[src/rtl/lut_sweep_eval.sv]
// Loadable 2^N-entry truth table with single-vector evaluation,
// an exhaustive valid/ready sweep and a minterm count.
module lut_sweep_eval #(
   parameter int N = 4
) (
   input  logic               clk,
   input  logic               rst,
   input  logic               tt_load,
   input  logic [(1<<N)-1:0]  tt_in,
   input  logic               eval_en,
   input  logic [N-1:0]       x,
   output logic               eval_f,
   output logic               eval_valid,
   input  logic               start,
   output logic               out_valid,
   input  logic               out_ready,
   output logic [N-1:0]       out_idx,
   output logic               out_f,
   output logic               busy,
   output logic               done,
   output logic [N:0]         ones_count
);

   localparam int DEPTH = 1 << N;
   localparam logic [N-1:0] LAST = '1;

   typedef enum logic [1:0] {
      IDLE,
      SWEEP,
      DONE
   } state_t;

   state_t state, state_nx;
   logic [DEPTH-1:0] table_q;
   logic xfer;
   logic last;

   assign out_f = table_q[out_idx];
   assign xfer  = (state == SWEEP) && out_valid && out_ready;
   assign last  = (out_idx == LAST);
   assign busy  = (state == SWEEP);
   assign done  = (state == DONE);

   always_ff @(posedge clk) begin
      if (rst) state <= IDLE;
      else     state <= state_nx;
   end

   always_comb begin
      state_nx = state;
      unique case (state)
         IDLE:    if (start) state_nx = SWEEP;
         SWEEP:   if (xfer && last) state_nx = DONE;
         DONE:    state_nx = IDLE;
         default: state_nx = IDLE;
      endcase
   end

   // Eval reads table_q before a same-cycle load lands.
   always_ff @(posedge clk) begin
      if (rst) begin
         table_q    <= '0;
         eval_f     <= 1'b0;
         eval_valid <= 1'b0;
         out_idx    <= '0;
         out_valid  <= 1'b0;
         ones_count <= '0;
      end else begin
         eval_valid <= 1'b0;
         if (state == IDLE) begin
            if (tt_load) table_q <= tt_in;
            if (start) begin
               out_idx    <= '0;
               ones_count <= '0;
               out_valid  <= 1'b1;
            end else if (eval_en) begin
               eval_f     <= table_q[x];
               eval_valid <= 1'b1;
            end
         end
         if (xfer) begin
            ones_count <= ones_count + {{N{1'b0}}, out_f};
            if (last) out_valid <= 1'b0;
            else      out_idx   <= out_idx + N'(1);
         end
      end
   end

endmodule

[config.mk]
export PLATFORM = sky130hd
export DESIGN_NAME = lut_sweep_eval
export DESIGN_NICKNAME = d
export VERILOG_FILES = /design/src/rtl/lut_sweep_eval.sv
export SDC_FILE = /design/constraint.sdc
export NUM_CORES = 1
export LEC_CHECK = 0
export ABC_AREA = 1
export ABC_CLOCK_PERIOD_IN_PS = 2000
export BUFFER_PORTS_ARGS = -buffer_cell sky130_fd_sc_hd__buf_2
export CORE_UTILIZATION = 45
export CTS_BUF_LIST = sky130_fd_sc_hd__clkbuf_16
export DETAILED_ROUTE_END_ITERATION = 12
export HOLD_SLACK_MARGIN = 0.15
export PLACE_DENSITY_LB_ADDON = 0.05
export SLEW_MARGIN = 20
export SYNTH_ARGS = -nofsm -noshare
export SYNTH_HDL_FRONTEND = slang
export SYNTH_SLANG_ARGS = --single-unit
[constraint.sdc]
create_clock -name clk -period 2 [get_ports clk]
set_clock_uncertainty 0.15 [all_clocks]
set_input_delay 0.4 -clock clk [delete_from_list [all_inputs] [get_ports clk]]
set_output_delay 0.4 -clock clk [all_outputs]
set_load 0.02 [all_outputs]
# --- Yosys cells after proc, flatten, opt, wreduce, memory -nomap -nowiden ---
# Index checks and enable logic that the tools add are counted.
totals:
  output_inout_bits: 15
  register_bits: 30
  in_bits: 26
op_classes:
  n_mux: 19
  n_reduce_logical: 11
  magnitude_cmp: 2
  bitwise: 2
  add_sub_neg: 2
  n_eq_ne: 5
op_table:
  columns: ["op", "count"]
  rows:
  - ["$mux 4", 4]
  - ["$mux 5", 3]
  - ["$lt 4x5->1 const B", 2]
  - ["$bmux 1 s4", 2]
  - ["$mux 1", 7]
  - ["$reduce_and 2->1", 3]
  - ["$add 5x1->5", 1]
  - ["$add 4x1->4 const B", 1]
  - ["$eq 4x4->1 const B", 1]
  - ["$mux 2", 2]
  - ["$pmux 2 s2", 1]
  - ["$reduce_bool 2->1", 2]
  - ["$logic_and 1x1->1", 3]
  - ["$reduce_and 3->1", 1]
  - ["$reduce_or 3->1", 1]
  - ["$eq 2x1->1 const B", 1]
  - ["$eq 2x2->1 const B", 1]
  - ["$logic_not 2->1", 1]
  - ["$ne 2x1->1 const B", 1]
  - ["$ne 2x2->1 const B", 1]
  - ["$not 1->1", 2]

# --- Longest topological paths before layout ---
# Gate-level depths: netlist of run 1.
depth:
  depth_word: 6
  mapped_depth: 12
  depth_no_buf: 11

# --- Worst setup path before layout of run 1 ---
# Ideal clock, no wire load.
synth_timing:
  path_kind: "reg2reg"
  from: "register out_idx[0]"
  to: "register ones_count[4]"
  setup_ps: 119
  slack_ps: -305
  arrival_time_ps: 2036
  required_ps: 1731
  period_less_slack_ps: 2305
  stages_incl_launch_ff: 12
  cell_sequence: "dfxtp_1 > buf_2 > a21oi_1 > o21ai_0 > nand2_1 > nand3_1 > nand3_1 > ha_1 > ha_1 > a31o_2 > nand3_1 > a21oi_1"
synth_between:
  elab_chain_cells: 4
synth_rtl:
  columns: ["element", "line", "text"]
  rows:
  - ["from (decl)", "17", "output logic [N-1:0] out_idx,"]
  - ["from (signal assigned)", "84", "else out_idx <= out_idx + N'(1);"]
  - ["$bmux 1 s4", "38", "assign out_f = table_q[out_idx];"]
  - ["$mux 1 (implied by the code)", "38", null]
  - ["via out_f", "18", "output logic out_f,"]
  - ["$add 5x1->5", "82", "ones_count <= ones_count + {{N{1'b0}}, out_f};"]
  - ["$mux 5", "81", "if (xfer) begin"]
  - ["to (signal assigned)", "82", null]
  - ["to (decl)", "21", "output logic [N:0] ones_count"]
# The timed path passes the listed nets, and every way through them passes these cells. The select of a mux whose other input is x is not followed.
# A chain may end at the register's enable or synchronous reset.

# --- Final worst setup path of run 1 ---
layout_timing:
  from: "register out_idx[0]"
  to: "output out_f"
layout_between:
  elab_chain_cells: 2
layout_rtl:
  columns: ["element", "line"]
  rows:
  - ["$bmux 1 s4", "38"]
  - ["$mux 1 (implied by the code)", "38"]
  - ["to (decl)", "18"]
# Every way passes these cells. The select of a mux whose other input is x is not followed.

==> run_summary.xml, run 1 <==
<?xml version="1.0" encoding="UTF-8"?>
<metrics>
  <group name="run_status">
    <metric name="status" unit="">finished, violations left</metric>
    <metric name="failing_checks" unit="">negative setup slack</metric>
  </group>
  <group name="logic_synthesis">
    <metric name="synth_fp_nets" unit="">253</metric>
    <metric name="netlist_top_cells_area" unit="">sky130_fd_sc_hd__dfxtp_1 (39%), sky130_fd_sc_hd__a21oi_1 (11%), sky130_fd_sc_hd__nand2_1 (9.9%), sky130_fd_sc_hd__o21ai_0 (9.6%), sky130_fd_sc_hd__inv_1 (8.0%)</metric>
    <metric name="synth_top_area_cell" unit="">sky130_fd_sc_hd__dfxtp_1</metric>
    <metric name="ys_top_cells_by_count" unit="">sky130_fd_sc_hd__nand2_1 (41), sky130_fd_sc_hd__a21oi_1 (33), sky130_fd_sc_hd__inv_1 (33)</metric>
    <metric name="synth.cell_area" unit="um2">1558</metric>
    <metric name="synth_most_common_cell" unit="">sky130_fd_sc_hd__nand2_1</metric>
    <metric name="number_of_distinct_library_cells_after_synthesis" unit="">22</metric>
    <metric name="post_synth.cell_area_avg" unit="um2">6.954</metric>
    <metric name="fraction_of_registers_with_async_set_or_reset_after_synthesis" unit="">0</metric>
    <metric name="yosys_most_used_dff" unit="">sky130_fd_sc_hd__dfxtp_1</metric>
    <metric name="yosysSeqAreaShare" unit="">0.3855</metric>
    <metric name="ys_seq_elements" unit="">30</metric>
    <metric name="synth.top_cell.area_share" unit="">0.3855</metric>
    <metric name="synth_cells" unit="">224</metric>
    <metric name="number_of_enable_type_register_cells_in_the_synthesized_netlist" unit="">0</metric>
    <metric name="yosysWarnings" unit="">0</metric>
  </group>
  <group name="cts">
    <metric name="clock_tree.htree_level_count" unit="">2</metric>
    <metric name="worstSkewPairLatency" unit="ps">270</metric>
    <metric name="tritoncts" unit="">yes</metric>
    <metric name="tritoncts.num_buffers" unit="">5</metric>
    <metric name="path_clk_slew" unit="ps">50</metric>
    <metric name="numClockSinks" unit="">30</metric>
    <metric name="clock_path_buffers" unit="">2</metric>
    <metric name="cts_root_buffer" unit="">sky130_fd_sc_hd__clkbuf_16</metric>
  </group>
  <group name="floorplan">
    <metric name="die_h" unit="um">60.84</metric>
    <metric name="core_region_area" unit="um2">3178</metric>
    <metric name="io-pin-count" unit="">41</metric>
    <metric name="core.rowCount" unit="">20</metric>
    <metric name="die-width" unit="um">60.84</metric>
    <metric name="starting_utilization_of_the_core_area" unit="">0.4902</metric>
    <metric name="die_area" unit="um2">3701</metric>
  </group>
  <group name="power">
    <metric name="power_leakage" unit="uW">0.0009545</metric>
    <metric name="p_sw_frac" unit="">0.2495</metric>
    <metric name="vdd_drop_max" unit="uV">586.7</metric>
    <metric name="power_per_cell_area" unit="nW/um2">762.2</metric>
    <metric name="seq_power_share" unit="">0.420</metric>
    <metric name="power_frac_clock" unit="">0.438</metric>
    <metric name="internal_power" unit="uW">1160</metric>
    <metric name="power_frac_comb" unit="">0.142</metric>
    <metric name="p_sw" unit="uW">385.7</metric>
  </group>
  <group name="grt">
    <metric name="via_count_of_the_first_global_routing_pass" unit="">1336</metric>
    <metric name="antenna_found_initial" unit="">0</metric>
    <metric name="globalRouteOverflowTotal" unit="">0</metric>
    <metric name="grt_first_pass_wirelength" unit="mm">5.920</metric>
    <metric name="grt_start_max_net_pins" unit="">33</metric>
    <metric name="grt.total_usage" unit="">0.2208</metric>
  </group>
  <group name="placement">
    <metric name="globalplace.congestion" unit="">0.7869</metric>
    <metric name="io_buffer_count" unit="">40</metric>
    <metric name="dp_hpwl" unit="mm">2.638</metric>
    <metric name="total_instance_count_after_detailed_placement" unit="">302</metric>
    <metric name="dpl_worst_slack" unit="ps">11.13</metric>
  </group>
  <group name="routing">
    <metric name="initial_drt_pass_iterations" unit="">4</metric>
    <metric name="detail_route.wirelength" unit="mm">3.645</metric>
    <metric name="postRouteAntennaNets" unit="">0</metric>
    <metric name="avgViaCountPerCell" unit="">5.003</metric>
    <metric name="detail_route.drc_violations" unit="">0</metric>
    <metric name="initialDrtViolationCount" unit="">83</metric>
    <metric name="drt-wirelength-per-cell" unit="um">11.61</metric>
    <metric name="number_of_vias_after_detailed_routing" unit="">1571</metric>
  </group>
  <group name="timing">
    <metric name="final-max-slew-violation-count" unit="">0</metric>
    <metric name="final_critical_path_time_including_i_o_delays_and_setup" unit="ps">2000</metric>
    <metric name="finalHoldViolCount" unit="">0</metric>
    <metric name="maxSlewHeadroom" unit="">0.8226</metric>
    <metric name="tightestPinTransition" unit="ps">265.8</metric>
    <metric name="report.final.setup_viol" unit="">1</metric>
    <metric name="final.period_utilization" unit="">1.000</metric>
    <metric name="post-route-worst-setup-slack" unit="ps">-0.4309</metric>
    <metric name="rsz_0062_raised_after_global_routing" unit="">yes</metric>
    <metric name="maximum_clock_frequency" unit="MHz">499.9</metric>
  </group>
  <group name="finish">
    <metric name="filler_cell_count" unit="">320</metric>
    <metric name="finish.cell_count_without_fillers" unit="">314</metric>
    <metric name="syn_to_final_growth" unit="%">30.20</metric>
    <metric name="utilization" unit="">0.6382</metric>
    <metric name="finish.net_count" unit="">299</metric>
    <metric name="n_antenna_cell" unit="">0</metric>
    <metric name="drive_above_1_share" unit="">0.2741</metric>
  </group>
  <group name="run">
    <metric name="maxCapViolCount" unit="">0</metric>
  </group>
  <group name="worst_setup_path">
    <metric name="r2r_cells" unit="">10</metric>
    <metric name="worst_r2r_endpoint" unit="">ones_count[4]</metric>
    <metric name="timing.rr.start" unit="">out_idx[0]</metric>
    <metric name="critPathLaunchType" unit="">register</metric>
    <metric name="cp_data_required_time" unit="ps">1450</metric>
    <metric name="crit_path_end_kind" unit="">output pin</metric>
    <metric name="reg2reg_setup_slack" unit="ps">70</metric>
    <metric name="critical_path_arrival" unit="ps">1450</metric>
    <metric name="cp_max_fo" unit="">5</metric>
    <metric name="critPathKind" unit="">register to output pin</metric>
  </group>
  <group name="worst_hold_path">
    <metric name="worst_min_delay_path_category" unit="">input pin to register</metric>
    <metric name="worst_hold_path.endpoint" unit="">table_q[11]</metric>
    <metric name="min_from" unit="">tt_in[11]</metric>
    <metric name="hold-path-cell-count" unit="">3</metric>
  </group>
</metrics>
==> what timing repair did <==
item	4_1_cts	5_1_grt
pin swaps	1	4
setup buffers	4	1
hold buffers	0	0
endpoints found under the hold margin	0	0
setup endpoints to repair	2	3
resized for setup	2	14
==> per-layer routing <==
metal  up-vias  share of wire  track usage
met1       693           0.49       0.3038
met2        47           0.45       0.3297
met3         7          0.047      0.06397
met5         -              0            0
li1        824              -            -
met4         0          0.012      0.07792
==> through the flow <==
| stage | area (um2) | TNS (ps) | total power (uW) | hold slack (ps) |
|---|---|---|---|---|
| after CTS | 1981 | 0 | 1552 | 242.1 |
| after global placement | 1813 | 0 | 863.2 | 310.1 |
| final | 2028 | -0.4309 | 1546 | 240.3 |
| after floorplan | 1593 | 0 | 802.3 | 289.9 |
| after detailed placement | 1813 | 0 | 866.2 | 313.5 |
| after global routing | 2028 | -128.6 | 1623 | 246.6 |
==> cell families after synthesis <==
kind of cell             share of synthesized area
buffers and inverters                       0.1213
adder cells (fa/ha/maj)                    0.02410
AO/OA/AOI/OAI                               0.2313
flip-flops                                  0.3855
AND/OR/NAND/NOR                             0.2378
==> power groups by stage <==
| stage | clock [uW] | sequential [uW] | combinational (uW) |
|---|---|---|---|
| 6_report | 678 | 649 | 219 |
| 5_1_grt | 724 | 653 | 246 |
| 4_1_cts | 690 | 648 | 213 |
| 3_5_place_dp | 0 | 662 | 204 |
| 3_3_place_gp | 0 | 663 | 201 |
| 2_1_floorplan | 0 | 663 | 139 |
==> cell type report <==
class | count | area (um2) | share of cell area
Multi-Input combinational cell | 149 | 822.0 | 0.4053
Inverter | 36 | 136.4 | 0.06724
Sequential cell | 30 | 608.1 | 0.2998
Clock inverter | 2 | 7.507 | 0.003701
Clock buffer | 5 | 125.1 | 0.06169
Tap cell | 44 | 55.05 | 0.02714
Timing Repair Buffer | 48 | 274.0 | 0.1351
==> worst max path at each step <==
stage / startpoint / to / slack (ps) / cells past startpoint
5_1_grt: out_idx[0] / out_f / -70 / 7
3_3_place_gp: out_idx[0] / ones_count[4] / 70 / 10
2_1_floorplan: out_idx[0] / ones_count[4] / 1 / 10
4_1_cts: out_idx[0] / out_f / 0.03 / 7
3_5_place_dp: out_idx[0] / ones_count[4] / 10 / 10
6_report: out_idx[0] / out_f / -0.4 / 7
==> state kept, by name (all words and copies together) (netlist names) <==
register,flops
eval_valid,1
eval_f,1
out_idx,4
ones_count,5
table_q,16
out_valid,1
state,2
==> worst max-delay path, cell delays in order (launching register included) <==
cell and delay, ps:
sky130_fd_sc_hd__dfxtp_4 360, sky130_fd_sc_hd__buf_6 120, sky130_fd_sc_hd__a21oi_2 110, sky130_fd_sc_hd__o21ai_1 90, sky130_fd_sc_hd__o211ai_1 100, sky130_fd_sc_hd__nand3_1 140
sky130_fd_sc_hd__nand3_4 130, sky130_fd_sc_hd__buf_6 120
==> placed cells by master, fill, tap and decap left out, drive strengths merged <==
cell type / netlist / routed
nand3b: 1 / 1
nand2: 41 / 41
inv: 35 / 37
o21ai: 32 / 32
o211ai: 3 / 3
a21oi: 33 / 33
nand3: 20 / 20
nor2: 14 / 14
dfxtp: 30 / 30
buf: 8 / 48
nand4: 1 / 1
clkinv: 1 / 1
a31o: 1 / 1
clkbuf: 1 / 5
ha: 3 / 3
Power figures use the tool's default switching activity.
==> run 2, diff against run 1 <==
- REMOVE_ABC_BUFFERS: default -> 1
==> run 2 against run 1 <==
Effect of this change:
- the flow still finishes with violations (negative setup slack)
- non-clock buffer count rose by 5
- worst hold slack improved by 7.7 ps
- sequential share of layout area decreased by 0.26 points
- clock power is 2.9% higher
- combinational power up 3%
- first-iteration DRC count rose by 34%
- cell area is 0.86% higher
- sequential power barely moved
- core utilization grew 0.55 points
- critical path depth did not move
- worst setup slack got worse by 34 ps
- largest power group unchanged
==> run_summary.xml, run 2 (synthesis gave the netlist of run 1 again) <==
<?xml version="1.0" encoding="UTF-8"?>
<metrics>
  <group name="cts">
    <metric name="clock_tree.htree_level_count" unit="">2</metric>
    <metric name="postCtsHoldBufs" unit="">0</metric>
    <metric name="clock_path_buffers" unit="">2</metric>
    <metric name="tritoncts.num_buffers" unit="">5</metric>
    <metric name="tritoncts" unit="">yes</metric>
    <metric name="cts_root_buffer" unit="">sky130_fd_sc_hd__clkbuf_16</metric>
    <metric name="path_clk_slew" unit="ps">50</metric>
    <metric name="numClockSinks" unit="">30</metric>
    <metric name="worstSkewPairLatency" unit="ps">280</metric>
  </group>
  <group name="finish">
    <metric name="largest_register_ffs" unit="">16</metric>
    <metric name="utilization" unit="">0.6437</metric>
    <metric name="layout.cells.most_common" unit="">sky130_fd_sc_hd__nand2_1</metric>
    <metric name="top_register" unit="">table_q</metric>
    <metric name="drive_above_1_share" unit="">0.2899</metric>
    <metric name="finish.cell_count_without_fillers" unit="">320</metric>
    <metric name="filler_cell_count" unit="">322</metric>
    <metric name="largestRegisters" unit="">table_q (16), ones_count (5), out_idx (4)</metric>
    <metric name="commonest_cells_after_routing_fill_and_taps_aside" unit="">sky130_fd_sc_hd__nand2_1 (41), sky130_fd_sc_hd__buf_2 (39), sky130_fd_sc_hd__inv_1 (33), sky130_fd_sc_hd__a21oi_1 (33), sky130_fd_sc_hd__dfxtp_1 (28)</metric>
    <metric name="finish.net_count" unit="">304</metric>
    <metric name="syn_to_final_growth" unit="%">31.33</metric>
    <metric name="n_antenna_cell" unit="">0</metric>
  </group>
  <group name="grt">
    <metric name="grt.total_usage" unit="">0.2286</metric>
    <metric name="globalRouteOverflowTotal" unit="">0</metric>
    <metric name="grt_first_pass_wirelength" unit="mm">6.099</metric>
    <metric name="antenna_found_initial" unit="">0</metric>
    <metric name="grt_most_used_layer" unit="">met2</metric>
    <metric name="grt_start_max_net_pins" unit="">33</metric>
    <metric name="global_route.usage.met2" unit="">0.3375</metric>
    <metric name="grt_util_met1" unit="">0.3118</metric>
    <metric name="via_count_of_the_first_global_routing_pass" unit="">1382</metric>
    <metric name="globalRouteMet3Util" unit="">0.07036</metric>
  </group>
  <group name="placement">
    <metric name="io_buffer_count" unit="">40</metric>
    <metric name="dp_hpwl" unit="mm">2.635</metric>
    <metric name="globalplace.congestion" unit="">0.8261</metric>
    <metric name="dpl_worst_slack" unit="ps">-121.1</metric>
    <metric name="total_instance_count_after_detailed_placement" unit="">310</metric>
  </group>
  <group name="worst_setup_path">
    <metric name="timing.critical_path.from" unit="">out_idx[0]</metric>
    <metric name="timing.rr.start" unit="">out_idx[0]</metric>
    <metric name="cp_data_required_time" unit="ps">1450</metric>
    <metric name="cp_max_fo" unit="">6</metric>
    <metric name="critPathLaunchType" unit="">register</metric>
    <metric name="critPathKind" unit="">register to output pin</metric>
    <metric name="crit_path_end_kind" unit="">output pin</metric>
    <metric name="critical_path_arrival" unit="ps">1480</metric>
  </group>
  <group name="timing">
    <metric name="tightestPinTransition" unit="ps">267.1</metric>
    <metric name="finalHoldViolCount" unit="">0</metric>
    <metric name="final-max-slew-violation-count" unit="">0</metric>
    <metric name="maximum_clock_frequency" unit="MHz">491.5</metric>
    <metric name="final_critical_path_time_including_i_o_delays_and_setup" unit="ps">2035</metric>
    <metric name="hold_slack" unit="ps">248.0</metric>
    <metric name="maxSlewHeadroom" unit="">0.8220</metric>
    <metric name="fin_setup_tns" unit="ps">-34.64</metric>
    <metric name="rsz_0062_raised_after_global_routing" unit="">yes</metric>
    <metric name="final.period_utilization" unit="">1.017</metric>
    <metric name="report.final.setup_viol" unit="">1</metric>
    <metric name="post-route-worst-setup-slack" unit="ps">-34.64</metric>
  </group>
  <group name="floorplan">
    <metric name="io-pin-count" unit="">41</metric>
    <metric name="die_h" unit="um">60.84</metric>
    <metric name="starting_utilization_of_the_core_area" unit="">0.4902</metric>
    <metric name="core_region_area" unit="um2">3178</metric>
    <metric name="die-width" unit="um">60.84</metric>
    <metric name="core.rowCount" unit="">20</metric>
    <metric name="die_area" unit="um2">3701</metric>
  </group>
  <group name="run_status">
    <metric name="failing_checks" unit="">negative setup slack</metric>
    <metric name="status" unit="">finished, violations left</metric>
  </group>
  <group name="routing">
    <metric name="initial_drt_pass_iterations" unit="">4</metric>
    <metric name="avgViaCountPerCell" unit="">4.906</metric>
    <metric name="number_of_vias_after_detailed_routing" unit="">1570</metric>
    <metric name="detail_route.drc_violations" unit="">0</metric>
    <metric name="detail_route.wirelength" unit="mm">3.654</metric>
    <metric name="postRouteAntennaNets" unit="">0</metric>
    <metric name="drt-wirelength-per-cell" unit="um">11.42</metric>
    <metric name="initialDrtViolationCount" unit="">111</metric>
  </group>
  <group name="power">
    <metric name="power_leakage" unit="uW">0.0009777</metric>
    <metric name="vdd_drop_max" unit="uV">819.6</metric>
    <metric name="power_per_cell_area" unit="nW/um2">769.9</metric>
  </group>
  <group name="run">
    <metric name="maxCapViolCount" unit="">0</metric>
  </group>
  <group name="worst_hold_path">
    <metric name="worst_min_delay_path_category" unit="">input pin to register</metric>
    <metric name="min_from" unit="">start</metric>
  </group>
</metrics>
## run 2: routing by layer
layer | wire (um) | vias up
met1 | 1804 | 677
met4 | 57 | 0
met5 | 0 | -
li1 | - | 836
met2 | 1584 | 52
met3 | 208 | 5
## run 2: stage by stage
stage / power, uW / area [um2]
floorplan: 786.1 / 1505
global placement: 873.0 / 1843
detailed placement: 874.9 / 1843
CTS: 1582 / 2016
global route: 1646 / 2046
finish: 1575 / 2046
## run 2: timing repair
| action | CTS | global route |
|---|---|---|
| setup buffers | 1 | 1 |
| gates resized for setup | 17 | 9 |
| gates cloned | 0 | 0 |
| endpoints found under the setup margin | 3 | 4 |
| pin swaps | 2 | 3 |
## run 2: critical path: stages, from the launching register on
cell                       delay, ps
sky130_fd_sc_hd__dfxtp_4         390
sky130_fd_sc_hd__buf_6           130
sky130_fd_sc_hd__o21ai_2          50
sky130_fd_sc_hd__o211ai_1        210
sky130_fd_sc_hd__nand3_1         130
sky130_fd_sc_hd__nand3_2         110
sky130_fd_sc_hd__buf_6           100
sky130_fd_sc_hd__buf_6           100
## run 2: final timing paths
kind | cells after the start | endpoint | slack, ps
min reg2reg | 2 | table_q[15] | 330
min | 4 | eval_valid | 250
max reg2reg | 10 | ones_count[2] | 50
max | 7 | out_f | -30
## run 2: layout make-up
class	instances	area, um2	share of cell area
multi-input cells	149	793.3	0.3878
repair buffers	53	315.3	0.1541
clock buffers	5	125.1	0.06116
clock inverters	3	12.51	0.006116
inverters	36	136.4	0.06667
flip-flops and latches	30	608.1	0.2972
well taps	44	55.05	0.02691
## run 2: report_power, final
part           leakage (uW)  switching (uW)  total (uW)  internal (uW)
clock             0.0000724             250         698            448
sequential         0.000248            20.0         651            631
combinational      0.000657             131         226           94.9
total              0.000978             401        1580           1170
